## config.mk

```make
export PLATFORM = sky130hd
export DESIGN_NAME = memwb_arbiter
export DESIGN_NICKNAME = d
export VERILOG_FILES = /design/src/rtl/memwb_arbiter.sv
export SDC_FILE = /design/constraint.sdc
export NUM_CORES = 1
export LEC_CHECK = 0
export ABC_AREA = 1
export CORE_UTILIZATION = 35
export DETAILED_ROUTE_END_ITERATION = 12
export GPL_TIMING_DRIVEN = 0
export PLACE_DENSITY = 0.88
export RECOVER_POWER = 50
export SETUP_SLACK_MARGIN = 0.4
export SLEW_MARGIN = 20
export SYNTH_ARGS = -nofsm -noshare
export SYNTH_HDL_FRONTEND = slang
export SYNTH_SLANG_ARGS = --single-unit
```

## constraint.sdc

```tcl
create_clock -name clk_i -period 6.1 [get_ports clk_i]
set_input_delay 0.61 -clock clk_i [delete_from_list [all_inputs] [get_ports clk_i]]
set_output_delay 0.61 -clock clk_i [all_outputs]
set_load 0.03 [all_outputs]
```

## src/rtl/memwb_arbiter.sv

```systemverilog
// memwb_arbiter: two-master round-robin arbiter for the pipelined Wishbone B4 NOR memory bus.
// Outstanding transfers are drained before the bus changes hands so acks never reach the wrong master.
module memwb_arbiter #(
  parameter int ADDRBITS = 26,
  parameter int DATABITS = 16,
  parameter int MAXOUT   = 4,
  parameter int DRAINTMO = 255
) (
  input  logic                  clk_i,
  input  logic                  reset_ni,
  input  logic [1:0]            m_cyc_i,
  input  logic [1:0]            m_stb_i,
  input  logic [1:0]            m_we_i,
  input  logic [2*ADDRBITS-1:0] m_adr_i,
  input  logic [2*DATABITS-1:0] m_dat_i,
  output logic [DATABITS-1:0]   m_dat_o,
  output logic [1:0]            m_ack_o,
  output logic [1:0]            m_err_o,
  output logic [1:0]            m_stall_o,
  output logic                  s_cyc_o,
  output logic                  s_stb_o,
  output logic                  s_we_o,
  output logic [ADDRBITS-1:0]   s_adr_o,
  output logic [DATABITS-1:0]   s_dat_o,
  input  logic [DATABITS-1:0]   s_dat_i,
  input  logic                  s_ack_i,
  input  logic                  s_err_i,
  input  logic                  s_stall_i,
  output logic [1:0]            grant_o,
  output logic                  tmo_o
);
  localparam int CW = $clog2(MAXOUT + 1);
  localparam logic [15:0] TMO_LAST = 16'(DRAINTMO - 1);
  typedef enum logic [1:0] {IDLE, OWN, DRAIN} state_t;
  state_t state_q, state_d;
  logic owner_q, owner_d, last_q, last_d;
  logic [CW-1:0] cnt_q, cnt_d;
  logic [15:0] tmo_q, tmo_d;
  logic own, lim, acc, rsp, fwd;
  logic [1:0] sel;
  always_ff @(posedge clk_i or negedge reset_ni) begin
    if (!reset_ni) begin
      state_q <= IDLE;
      owner_q <= 1'b0;
      last_q  <= 1'b1;
      cnt_q   <= '0;
      tmo_q   <= '0;
    end else begin
      state_q <= state_d;
      owner_q <= owner_d;
      last_q  <= last_d;
      cnt_q   <= cnt_d;
      tmo_q   <= tmo_d;
    end
  end
  always_comb begin
    state_d = state_q;
    owner_d = owner_q;
    last_d  = last_q;
    cnt_d   = cnt_q + CW'(acc) - CW'(rsp);
    tmo_d   = '0;
    case (state_q)
      IDLE: if (|m_cyc_i) begin
        state_d = OWN;
        owner_d = &m_cyc_i ? ~last_q : m_cyc_i[1];
      end
      OWN: if (!m_cyc_i[owner_q]) begin
        state_d = cnt_d == '0 ? IDLE : DRAIN;
        last_d  = owner_q;
      end
      DRAIN: begin
        tmo_d = tmo_q + 16'd1;
        if (cnt_d == '0 || tmo_o) begin
          state_d = IDLE;
          cnt_d   = '0;
        end
      end
      default: state_d = IDLE;
    endcase
  end
  // Responses are only counted against real outstanding transfers; stray ones are dropped.
  always_comb begin
    own       = state_q == OWN;
    lim       = cnt_q == CW'(MAXOUT);
    sel       = owner_q ? 2'b10 : 2'b01;
    s_cyc_o   = state_q != IDLE;
    s_stb_o   = own & m_stb_i[owner_q] & ~lim;
    s_we_o    = m_we_i[owner_q];
    s_adr_o   = owner_q ? m_adr_i[2*ADDRBITS-1:ADDRBITS] : m_adr_i[ADDRBITS-1:0];
    s_dat_o   = owner_q ? m_dat_i[2*DATABITS-1:DATABITS] : m_dat_i[DATABITS-1:0];
    acc       = s_stb_o & ~s_stall_i;
    rsp       = (s_ack_i | s_err_i) & (cnt_q != '0);
    fwd       = own & m_cyc_i[owner_q] & (cnt_q != '0);
    m_ack_o   = fwd & s_ack_i ? sel : 2'b00;
    m_err_o   = fwd & s_err_i ? sel : 2'b00;
    m_stall_o = own ? ~sel | {2{s_stall_i | lim}} : 2'b11;
    m_dat_o   = s_dat_i;
    grant_o   = state_q == IDLE ? 2'b00 : sel;
    tmo_o     = state_q == DRAIN && tmo_q == TMO_LAST && !(rsp && cnt_q == CW'(1));
  end
endmodule

```

==> flow_summary.toml <==
[routing]
num_vias = 2805
wl_per_cell_um = 14.5
postRouteAntennaNets = 0
drc_errors = 0
drt-initial-drc-count = 145
drt_first_pass_iters = 4
wl_mm = 8.60
viasPerCell = 4.72

[worst_setup_path]
worst-path-buf-inv = 2
crit_family = "buffers and inverters"
critPathKind = "primary input to output pin"
crit_path_max_incr_delay_ns = 0.69
crit_fanout = 3
startpoint_type = "primary input"
cpMaxStageDelayCell = "clkdlybuf4s50_1"
crit_path_end_kind = "output pin"
crit_chain = "dlygate4sd3_1 > nor2_1 > a21oi_1 > nand2_1 > a21oi_2 > nand2_1 > nor2_1 > clkdlybuf4s50_1"
arrival_ns = 2.57
cp.required_ns = 5.49

[placement]
dp_hpwl_mm = 7.22
numPortBuffers = 164
dp.cells = 590
place_congestion = 0.897

[yosys]
syn_inst = 354
synth_fa_ha_area_frac = 0.0338
synth-simple-area-share = 0.483
synth_nets = 470
synth_warnings = 0
synthMuxAreaShare = 0
syn_avg_cell_area_um2 = 5.85
synth_cell_type_count = 26
ys_ff_latch = 23
synth_compound_area_frac = 0.0502
synth_top_family_by_area = "simple AND/OR/NAND/NOR gates"
syn_area_um2 = 2070
yosysSeqAreaShare = 0.279
synth_xor_area_frac = 0.00846

[floorplanning]
io_pins = 181
dieWidth_um = 78.9
row_count = 27
dieArea_um2 = 6230
design.core.area_um2 = 5610
start_util = 0.369
die_y_um = 78.9

[layout]
final_core_utilization = 0.680
fill_cells = 475
drive_above_1_share = 0.0766
seqCellArea_um2 = 577
multi_input_comb_area_um2 = 1160
fin_cells = 594
areaGrowthSynthToFinish_pct = 84.2
n_antenna_cell = 0
layout.nets = 639

[timing]
max-slew-margin-rel = 0.168
rsz0062_at_grt = "no"
setup-violations-final = 0
finalSetupTns_ns = 0
skew_ns = 0.00783
hold_viol = 0
fmax_ghz = 0.314
worst_slew_pin_slew_ns = 1.25
holdWs_ns = 0.487
min_period_over_period = 0.522
fin_crit_ns = 3.18
final_max_slew_viol_count = 0

[clock_network]
tritoncts = "built"
cts_htree_levels = 1
cts_hold_buf = 0
cts_setup_buffers = 0
path_clk_slew_ns = 0.09
clockRootBuffer = "clkbuf_8"
clock-sinks = 23
ctsResizeCount = 0
cts-buffers-inserted = 3
clock_latency_ns = 0.27
max-clock-path-buffers = 2

[global_route]
grt_antenna_before_repair = 0
grt_max_degree = 24
grt-ovfl-total = 0
grt_pass1_wl_mm = 13.0
grt_usage = 0.273
grt_pass1_vias = 2711

[run]
drv_cap = 0

[power]
leakage_nw = 1.85
power_mw = 1.46
p_per_area_nw_per_um2 = 382
ir_drop_v = 0.000296

[outcome]
status = "finished, final reports clean"

[min_path]
hold_class = "flip-flop to flip-flop"
-- flip-flops by register name (all words and copies together), names as in the netlist --
register  flops
state_q       2
cnt_q         3
tmo_q        16
owner_q       1
last_q        1
-- metrics by stage --
stage	setup slack, ns	cell area [um^2]
global placement	3.02	3800
CTS	3.00	3850
floorplan	3.25	2070
detailed placement	2.94	3800
global route	2.79	3810
finish	2.92	3810
-- synthesized netlist by cell type --
master,n,area [um^2]
a21oi_1,11,55.1
a21oi_2,1,8.76
buf_2,7,35.0
buf_4,16,120
clkbuf_1,3,11.3
dfrtp_1,22,551
dfstp_2,1,26.3
fa_1,1,20.0
ha_1,4,50.1
inv_1,33,124
inv_2,3,11.3
nand2_1,171,642
nand2_2,5,31.3
nand3_1,11,55.1
nand4_1,3,18.8
nor2_1,37,139
nor2_2,5,31.3
nor2_4,3,33.8
nor3_1,4,20.0
nor3_2,1,10.0
nor3b_1,1,7.51
nor4_2,1,12.5
o21ai_0,7,35.0
o21ai_1,1,5.00
xnor2_1,1,8.76
xor2_1,1,8.76
-- worst reg2reg max path: cells and delay by family (launching register included) --
kind          cells  cell delay, ns
simple gates      7            1.05
fa+ha+maj         3            0.92
buf+inv           4            0.25
flops             1            0.41
-- layer usage --
| metal | wire (um) | share of wire | global-route usage |
|---|---|---|---|
| met5 | 0 | 0 | 0 |
| met4 | 218 | 0.025 | 0.0782 |
| met3 | 967 | 0.11 | 0.102 |
| met2 | 4150 | 0.48 | 0.478 |
| met1 | 3260 | 0.38 | 0.307 |
-- final cells by class --
type | count | share of cell area
clock inverters | 1 | 0.00131
flip-flops and latches | 23 | 0.151
multi-input cells | 269 | 0.305
inverters | 36 | 0.0354
plain buffers | 26 | 0.0436
clock buffers | 3 | 0.0108
repair buffers | 164 | 0.429
well taps | 72 | 0.0236
-- power breakdown --
group,internal [mW],switching (mW),total (mW)
combinational,0.441,0.712,1.15
sequential,0.184,0.0236,0.207
clock,0.0457,0.0519,0.0977
total,0.670,0.787,1.46
-- cell usage in the layout, fill, tap and decap left out --
cell | netlist | routed
dlygate4sd3_1 | 0 | 17
a21oi_2 | 1 | 1
o21ai_1 | 1 | 1
nand2_1 | 171 | 172
dfrtp_1 | 22 | 22
o21ai_0 | 7 | 7
nor3b_1 | 1 | 1
ha_1 | 4 | 4
nand3_1 | 11 | 11
clkinv_2 | 0 | 1
buf_4 | 16 | 16
nor4_2 | 1 | 1
a21oi_1 | 11 | 11
nand4_1 | 3 | 3
clkdlybuf4s50_1 | 0 | 146
fa_1 | 1 | 1
xor2_1 | 1 | 1
clkbuf_8 | 0 | 3
nor2_1 | 37 | 41
nor3_1 | 4 | 5
xnor2_1 | 1 | 1
clkbuf_1 | 3 | 4
dfstp_2 | 1 | 1
nor2_2 | 5 | 3
nand2_2 | 5 | 4
buf_2 | 7 | 7
inv_1 | 33 | 34
nor2_4 | 3 | 1
inv_2 | 3 | 2
-- cells by family (layout without fill, tap and decap cells) --
kind of cell    Yosys count  after routing
flops                    23             23
fa+ha+maj                 5              5
compound gates           20             20
simple gates            242            242
xor+xnor                  2              2
buf+inv                  62            230
-- path summary, 6_finish.rpt --
check,depth (start not counted),end,from,slack (ns)
max,8,m_err_o[1],m_cyc_i[1],2.92
min,2,last_q$_DFFE_PN1P_,last_q$_DFFE_PN1P_,0.49
max reg2reg,14,cnt_q[1]$_DFF_PN0_,state_q[1]$_DFFE_PN0P_,3.37
min reg2reg,2,last_q$_DFFE_PN1P_,last_q$_DFFE_PN1P_,0.49
max in group asynchronous,1,tmo_q[10]$_DFF_PN0_,reset_ni,4.78
min in group asynchronous,1,cnt_q[2]$_DFF_PN0_,reset_ni,0.58
(Power assumes the default switching activity.)
